--- src/rtl/seq_det_pkg.sv ---
// Shared types and limits for the parameterised serial pattern detector.
package seq_det_pkg;

  localparam int unsigned W_MIN = 2;
  localparam int unsigned W_MAX = 16;

  typedef enum logic [1:0] {
    IDLE  = 2'd0,
    FILL  = 2'd1,
    ARMED = 2'd2
  } state_e;

  function automatic int unsigned fill_width(input int unsigned w);
    return $clog2(w + 1);
  endfunction

endpackage

--- src/rtl/seq_det_param_cnt.sv ---
// Saturating up-counter with synchronous clear; used for the optional match count.
module sat_counter
  import seq_det_pkg::*;
#(
  parameter int unsigned CNT_W = 8
) (
  input  logic             clk,
  input  logic             rst,
  input  logic             inc,
  input  logic             clr,
  output logic [CNT_W-1:0] cnt
);

  localparam logic [CNT_W-1:0] CNT_MAX = {CNT_W{1'b1}};
  localparam logic [CNT_W-1:0] CNT_ONE = CNT_W'(1);

  logic [CNT_W-1:0] cnt_q;
  logic [CNT_W-1:0] cnt_d;

  // Next count: clear wins, increments stop at all-ones.
  always_comb begin
    cnt_d = cnt_q;
    if (clr) begin
      cnt_d = '0;
    end else if (inc && (cnt_q != CNT_MAX)) begin
      cnt_d = cnt_q + CNT_ONE;
    end else begin
      cnt_d = cnt_q;
    end
  end

  // Count register.
  always_ff @(posedge clk) begin
    if (rst) begin
      cnt_q <= '0;
    end else begin
      cnt_q <= cnt_d;
    end
  end

  assign cnt = cnt_q;

endmodule

--- src/rtl/seq_det_param.sv ---
// Serial W-bit pattern detector with loadable pattern and overlap control.
// Optional saturating match counter is built when SEQ_DET_CNT_EN is defined.
module seq_det_param
  import seq_det_pkg::*;
#(
  parameter int unsigned   W           = 4,
  parameter logic [W-1:0]  DEFAULT_PAT = {W{1'b1}},
  parameter int unsigned   CNT_W       = 8
) (
  input  logic             clk,
  input  logic             rst,
  input  logic             x_valid,
  input  logic             x,
  input  logic             ovl,
  input  logic             pat_load,
  input  logic [W-1:0]     pat_in,
  output logic             z
`ifdef SEQ_DET_CNT_EN
  ,
  output logic [CNT_W-1:0] match_cnt
`endif
);

  localparam int unsigned    FW        = fill_width(W);
  localparam logic [FW-1:0]  FILL_FULL = FW'(W);
  localparam logic [FW-1:0]  FILL_ONE  = FW'(1);

  if ((W < W_MIN) || (W > W_MAX) || (CNT_W < 1)) begin : g_param_check
    $error("seq_det_param: W or CNT_W out of range");
  end

  state_e          state_q;
  state_e          state_d;
  logic [W-2:0]    hist_q;
  logic [W-2:0]    hist_d;
  logic [FW-1:0]   fill_q;
  logic [FW-1:0]   fill_d;
  logic [W-1:0]    pat_q;
  logic [W-1:0]    pat_d;
  logic            z_q;
  logic            z_d;

  logic            accept_s;
  logic [W-1:0]    cand_s;
  logic [FW-1:0]   fill_nxt_s;
  logic            full_nxt_s;
  logic            match_s;

  // A load cycle swallows any serial bit presented with it.
  assign accept_s   = x_valid & ~pat_load;
  assign cand_s     = {hist_q, x};
  assign fill_nxt_s = (fill_q == FILL_FULL) ? FILL_FULL : (fill_q + FILL_ONE);
  assign full_nxt_s = (fill_nxt_s == FILL_FULL);
  assign match_s    = accept_s & full_nxt_s & (cand_s == pat_q);

  // State and datapath registers.
  always_ff @(posedge clk) begin
    if (rst) begin
      state_q <= IDLE;
      hist_q  <= '0;
      fill_q  <= '0;
      pat_q   <= DEFAULT_PAT;
      z_q     <= 1'b0;
    end else begin
      state_q <= state_d;
      hist_q  <= hist_d;
      fill_q  <= fill_d;
      pat_q   <= pat_d;
      z_q     <= z_d;
    end
  end

  // Next-state logic.
  always_comb begin
    state_d = state_q;
    if (pat_load) begin
      state_d = IDLE;
    end else if (accept_s) begin
      case (state_q)
        IDLE, FILL: begin
          if (!full_nxt_s) begin
            state_d = FILL;
          end else if (match_s && !ovl) begin
            state_d = IDLE;
          end else begin
            state_d = ARMED;
          end
        end
        ARMED: begin
          if (match_s && !ovl) begin
            state_d = IDLE;
          end else begin
            state_d = ARMED;
          end
        end
        default: state_d = IDLE;
      endcase
    end else begin
      state_d = state_q;
    end
  end

  // Datapath and output decode; returning to IDLE always restarts from empty.
  always_comb begin
    hist_d = hist_q;
    fill_d = fill_q;
    pat_d  = pat_q;
    z_d    = 1'b0;
    if (pat_load) begin
      pat_d  = pat_in;
      hist_d = '0;
      fill_d = '0;
      z_d    = 1'b0;
    end else if (accept_s) begin
      z_d = match_s;
      if (state_d == IDLE) begin
        hist_d = '0;
        fill_d = '0;
      end else begin
        hist_d = cand_s[W-2:0];
        fill_d = fill_nxt_s;
      end
    end else begin
      hist_d = hist_q;
      fill_d = fill_q;
    end
  end

  assign z = z_q;

`ifdef SEQ_DET_CNT_EN
  sat_counter #(
    .CNT_W (CNT_W)
  ) u_match_cnt (
    .clk (clk),
    .rst (rst),
    .inc (match_s),
    .clr (pat_load),
    .cnt (match_cnt)
  );
`endif

endmodule

--- config.mk ---
export PLATFORM = sky130hd
export DESIGN_NAME = seq_det_param
export DESIGN_NICKNAME = d
export VERILOG_FILES = /design/src/rtl/seq_det_pkg.sv /design/src/rtl/seq_det_param_cnt.sv /design/src/rtl/seq_det_param.sv
export SDC_FILE = /design/constraint.sdc
export NUM_CORES = 1
export LEC_CHECK = 0
export ABC_AREA = 1
export CORE_UTILIZATION = 35
export DETAILED_ROUTE_END_ITERATION = 10
export REMOVE_ABC_BUFFERS = 1
export SLEW_MARGIN = 10
export SYNTH_ARGS = -nofsm -noshare
export SYNTH_HDL_FRONTEND = slang
export SYNTH_SLANG_ARGS = --single-unit
--- constraint.sdc ---
create_clock -name clk -period 2.1 [get_ports clk]
set_input_delay 0.525 -clock clk [delete_from_list [all_inputs] [get_ports clk]]
set_output_delay 0.525 -clock clk [all_outputs]
set_load 0.005 [all_outputs]
==> impl_metrics.tcl, run 1 <==
set metrics [dict create \
    outcome "finished, final reports clean" \
    rsz0062_at_grt "false" \
    tns_ns 0 \
    grt_pass1_vias 523 \
    crit_required_ns 2.27 \
    die_h_um 46.1 \
    hold_viol 0 \
    cts_hold_buffers 0 \
    pwr-share-seq_pct 53.9 \
    skew_ns 0.00313 \
    cts_setup_buffers 0 \
    routabilityCongestion 0.721 \
    crit_type "in -> reg" \
    end_kind "flop" \
    critPathSlowestCell "clkdlybuf4s50_1" \
    routed.top_layer "met4" \
    core_sq_um 1780 \
    cts_sinks 13 \
    crit_fanout 6 \
    start_util_pct 38.2 \
    finalCritPeriodShare_pct 81.8 \
    ys_seq_elements 13 \
    worst_pin_slew_ns 0.246 \
    cp_common_cell "nand2_1" \
    final_common_cell "nand2_1" \
    swShare_pct 25.1 \
    min_to "pat_q[3]" \
    cts_resized 0 \
    grt_pass1_wl_mm 2.18 \
    place.port_buffers 10 \
    synth_area_sq_um 682 \
    cts_tree "done" \
    p_comb_share_pct 12.2 \
    max_freq_mhz 582 \
    leakage_nw 0.354 \
    grt_max_degree 12 \
    worstPathCellList "clkdlybuf4s50_1 -> inv_1 -> nor2_2 -> inv_2 -> nor2_2 -> nand3_1 -> nand2_1 -> nand2_1 -> nand2_2 -> nand2_4 -> nand2_1 -> a21oi_1" \
    slew_viol_final 0 \
    clkLatencyLatePin_ns 0.29 \
    cts_buffer_depth 2 \
    h-tree-depth 1 \
    dp_hpwl_um 999 \
    gr-usage-all-layers_pct 15.4 \
    slew_headroom_pct 83.5 \
    wl_met1_um 567 \
    yosysSeqAreaShare_pct 38.2 \
    die-width_um 46.1 \
    power_density_nw_per_um2 561 \
    clk_pin_slew_ns 0.08 \
    cts_made_buffers 3 \
    r2r_setup_slack_ns 0.41 \
    yosysWarningCount 0 \
    wl_per_cell_um 9.07 \
    worstPathArrival_ns 1.89 \
    dr_wl_met2_um 624 \
    pin_count 11 \
    min_path_cells 2 \
    critical-path-max-stage-delay_ns 0.49 \
    avgSynthCellArea_sq_um 6.69 \
    whs_ns 0.485 \
    route.detailed.drc 0 \
    hp-class "reg -> reg" \
    placedCellCount 138 \
    worst_setup_path_start_kind "input port" \
    diodes 0 \
    min_period_ns 1.72 \
    p_total_w 0.000477 \
    r2r_cells 12 \
    firstDrtPassIters 4 \
    wirelength_mm 1.29 \
    met3WireLength_um 47 \
    die_area_sq_um 2130 \
    antenna_found_initial 0 \
    root_buffer "clkbuf_4" \
    area_delta_synth_final_pct 24.8 \
    clkPwrFrac_pct 33.8 \
    nets 130 \
    cap_viol_max_count 0 \
    r2r_start "fill_q[0]" \
    p_switching_w 0.000120 \
    routed_via_density 4.33 \
    num_rows 15 \
    stdcell_count 142 \
    drtIter0Drc 12 \
    r2r-end "hist_q[1]" \
    yosysUniqueCellTypes 16 \
    postRouteAntennaNets 0 \
    internal_power_w 0.000357 \
    final-setup-viol-count 0 \
    grt_remaining_overflow 0 \
    min-delay-start "pat_q[3]" \
    mostFrequentLayoutCells "nand2_1, dfxtp_1, inv_1, clkdlybuf4s50_1, nor2_1" \
    routed-via-count 615 \
    ir_drop_mv 0.375 \
    drive_gt1_share_pct 15.4 \
    synthCells 102 \
]
power by group through the flow:
stage               combinational (W)  clock (W)  sequential (W)
CTS                         0.0000591   0.000168        0.000257
global placement            0.0000582          0        0.000263
finish                      0.0000583   0.000161        0.000257
floorplan                   0.0000300          0        0.000262
detailed placement          0.0000587          0        0.000263
global route                0.0000652   0.000177        0.000258
cell type report:
cell class	count	area, sq um
Fill cell	187	932
Multi-Input combinational cell	72	358
Sequential cell	13	260
Timing Repair Buffer	12	115
Inverter	16	60.1
Tap cell	25	31.3
Clock buffer	4	26.3
cells in the mapped netlist:
master | instances | area [sq um]
a21oi_2 | 2 | 17.5
nand3_1 | 5 | 25.0
inv_2 | 4 | 15.0
nand2_1 | 36 | 135
clkbuf_1 | 1 | 3.75
o21ai_0 | 1 | 5.00
inv_1 | 12 | 45.0
nor2_2 | 2 | 12.5
nor2_1 | 9 | 33.8
ha_1 | 2 | 25.0
dfxtp_1 | 13 | 260
a21oi_1 | 7 | 35.0
xnor2_1 | 3 | 26.3
nand2_4 | 1 | 11.3
nand2_2 | 3 | 18.8
o211ai_2 | 1 | 12.5
state kept, by name (all words and copies together) (netlist names):
register and cells:
fill_q 3, hist_q 3, pat_q 4, state_q 2, z 1
worst max-delay path, delay by kind of cell:
kind / cells / cell delay [ns]
simple gates: 8 / 0.69
buf+inv: 3 / 0.62
compound gates: 1 / 0.06
worst max-delay path by stage:
stage,startpoint,cells past startpoint,to,slack [ns]
after floorplan,fill_q[0],12,fill_q[0],0.59
after global placement,x_valid,12,fill_q[0],0.14
after detailed placement,x_valid,12,hist_q[1],0.08
after CTS,x_valid,12,hist_q[1],0.39
after global routing,x_valid,12,hist_q[1],0.23
final,x_valid,12,hist_q[1],0.38
per-layer routing:
layer,vias to the layer above,track usage [%]
met1,257,17.3
met3,5,4.71
li1,339,-
met2,14,23.9
met5,-,0
met4,0,12.4
metrics by stage:
step / util (%) / worst slack (ns) / instance area [sq um]
after floorplan: - / 0.593 / 678
after global placement: 46.2 / 0.139 / 825
after CTS: 47.7 / 0.390 / 851
after detailed placement: 46.2 / 0.0775 / 825
final: 47.7 / 0.383 / 851
after global routing: 47.7 / 0.233 / 851
logic make-up after synthesis:
logic type                 share of synthesized area [%]
and+or+nand+nor                                     34.7
adders and majority gates                           3.67
DFF                                                 38.2
AOI/OAI and AO/OA                                   10.3
buffers and inverters                               9.36
xor gates and xnor gates                            3.85
Power figures use the tool's default switching activity.
==> run 2, diff against run 1 <==
Clock period 2.1 ns to 1.8 ns, I/O delays scaled along.
==> run 2 against run 1 <==
Effect of this change: global-route usage decreased by 0.11 points; cell area increased by 2.8%; power increased by 17%; sequential power increased by 17%; count of clock-buffer cells in the layout unchanged; register-to-register slack got worse by 0.22 ns; critical path depth unchanged; clock skew increased by 0.0036 ns; utilization increased by 1.3 points; flip-flop and latch count unchanged; die area unchanged; largest cell class unchanged.
==> impl_metrics.tcl, run 2 (same netlist as run 1, synthesis figures left out) <==
set metrics [dict create \
    stdcell_count 145 \
    swShare_pct 24.8 \
    die-width_um 46.1 \
    cts_sinks 13 \
    r2r_cells 12 \
    worstPathArrival_ns 1.79 \
    top_regs "pat_q: 4 flops, fill_q: 3 flops, hist_q: 3 flops" \
    diodes 0 \
    internal_power_w 0.000419 \
    grt_max_degree 12 \
    clkLatencyLatePin_ns 0.28 \
    h-tree-depth 1 \
    routed_via_density 4.34 \
    antenna_found_initial 0 \
    crit_required_ns 1.96 \
    firstDrtPassIters 3 \
    leakage_nw 0.369 \
    cts_tree "done" \
    wirelength_mm 1.27 \
    rsz0062_at_grt "false" \
    routabilityCongestion 0.774 \
    hp-class "reg -> reg" \
    p_comb_share_pct 12.7 \
    final_common_cell "nand2_1" \
    grt_pass1_wl_mm 2.19 \
    cap_viol_max_count 0 \
    finalCritPeriodShare_pct 90.5 \
    cp_common_cell "nand2_1" \
    core_sq_um 1780 \
    worstPathCellList "clkdlybuf4s50_1 -> inv_1 -> nor2_2 -> inv_2 -> nor2_2 -> nand3_1 -> nand2_1 -> nand2_1 -> nand2_2 -> nand2_4 -> nand2_1 -> a21oi_1" \
    final-setup-viol-count 0 \
    drtIter0Drc 9 \
    post-route-util_pct 49.1 \
    gr-usage-all-layers_pct 15.3 \
    slew_headroom_pct 83.6 \
    min_period_ns 1.63 \
    min_path_cells 2 \
    max_freq_mhz 614 \
    placedCellCount 141 \
    num_rows 15 \
    grt_pass1_vias 557 \
    grt_remaining_overflow 0 \
    area_delta_synth_final_pct 28.3 \
    start_util_pct 38.2 \
    skew_ns 0.00671 \
    pwr-share-seq_pct 53.9 \
    ir_drop_mv 0.438 \
    cts_hold_buffers 0 \
    pin_count 11 \
    nets 133 \
    crit_fanout 6 \
    p_switching_w 0.000138 \
    worst_setup_path_start_kind "input port" \
    place.port_buffers 10 \
    mostFrequentLayoutCells "nand2_1, inv_1, dfxtp_1, clkdlybuf4s50_1, nor2_1" \
    route.detailed.drc 0 \
    critical-path-max-stage-delay_ns 0.47 \
    postRouteAntennaNets 0 \
    hold_viol 0 \
    routed-via-count 630 \
    clkPwrFrac_pct 33.4 \
    clk_pin_slew_ns 0.07 \
    die_area_sq_um 2130 \
    dp_hpwl_um 979 \
    worst_pin_slew_ns 0.246 \
    outcome "finished, final reports clean" \
    slew_viol_final 0 \
    critPathSlowestCell "clkdlybuf4s50_1" \
    top_register "pat_q" \
    drive_gt1_share_pct 18.3 \
    cts_made_buffers 3 \
    cts_buffer_depth 2 \
    wl_per_cell_um 8.74 \
    p_total_w 0.000557 \
    largest_reg_flops 4 \
    crit_type "in -> reg" \
    end_kind "flop" \
    power_density_nw_per_um2 637 \
    root_buffer "clkbuf_4" \
    die_h_um 46.1 \
]
==> run 2: changes by cell type in the layout (fill, tap and decap cells not counted), sizes merged <==
cell | previous run | this run
buf | 2 | 5
==> run 2: final timing paths <==
path	slack [ns]	end	start
max	0.17	hist_q[1]	x_valid
min	0.48	pat_q[3]	pat_q[3]
max reg2reg	0.19	hist_q[1]	fill_q[0]
min reg2reg	0.48	pat_q[3]	pat_q[3]
==> run 2: metrics by stage <==
step | cell area (sq um) | worst slack [ns] | TNS, ns | hold WS [ns]
finish | 875 | 0.171 | 0 | 0.481
global route | 875 | 0.00764 | 0 | 0.497
CTS | 873 | 0.137 | 0 | 0.484
detailed placement | 847 | -0.114 | -0.680 | 0.465
global placement | 847 | -0.0945 | -0.545 | 0.462
floorplan | 678 | 0.293 | 0 | 0.449
==> run 2: layer usage <==
layer / part of all wire, % / vias to the layer above / track usage, %
met1: 46 / 265 / 16.0
met2: 46 / 12 / 25.1
met4: 3.7 / 0 / 12.4
met3: 3.3 / 5 / 4.71
met5: 0 / - / 0
li1: - / 348 / -
==> run 2: final cells by class <==
type | count | area, sq um
clock buffer | 4 | 26.3
fill | 190 | 908
inverter | 16 | 60.1
multi-input combinational | 72 | 358
sequential | 13 | 262
tap | 25 | 31.3
timing repair buffer | 15 | 138
==> run 2: critical path: cells and delay by family <==
| kind | cells | cell delay [ns] |
|---|---|---|
| buffers and inverters | 3 | 0.59 |
| and+or+nand+nor | 8 | 0.68 |
| AOI/OAI and AO/OA | 1 | 0.06 |
==> run 2: power groups by stage <==
stage	clock, W	combinational, W	sequential, W
6_report	0.000186	0.0000709	0.000300
5_1_grt	0.000207	0.0000803	0.000301
4_1_cts	0.000194	0.0000718	0.000300
3_5_place_dp	0	0.0000713	0.000307
3_3_place_gp	0	0.0000714	0.000307
2_1_floorplan	0	0.0000350	0.000306
==> run 2: repair_timing <==
action / CTS / global route
setup endpoints to repair: 0 / 1
buffers inserted: 0 / 0
gates resized for setup: 0 / 1
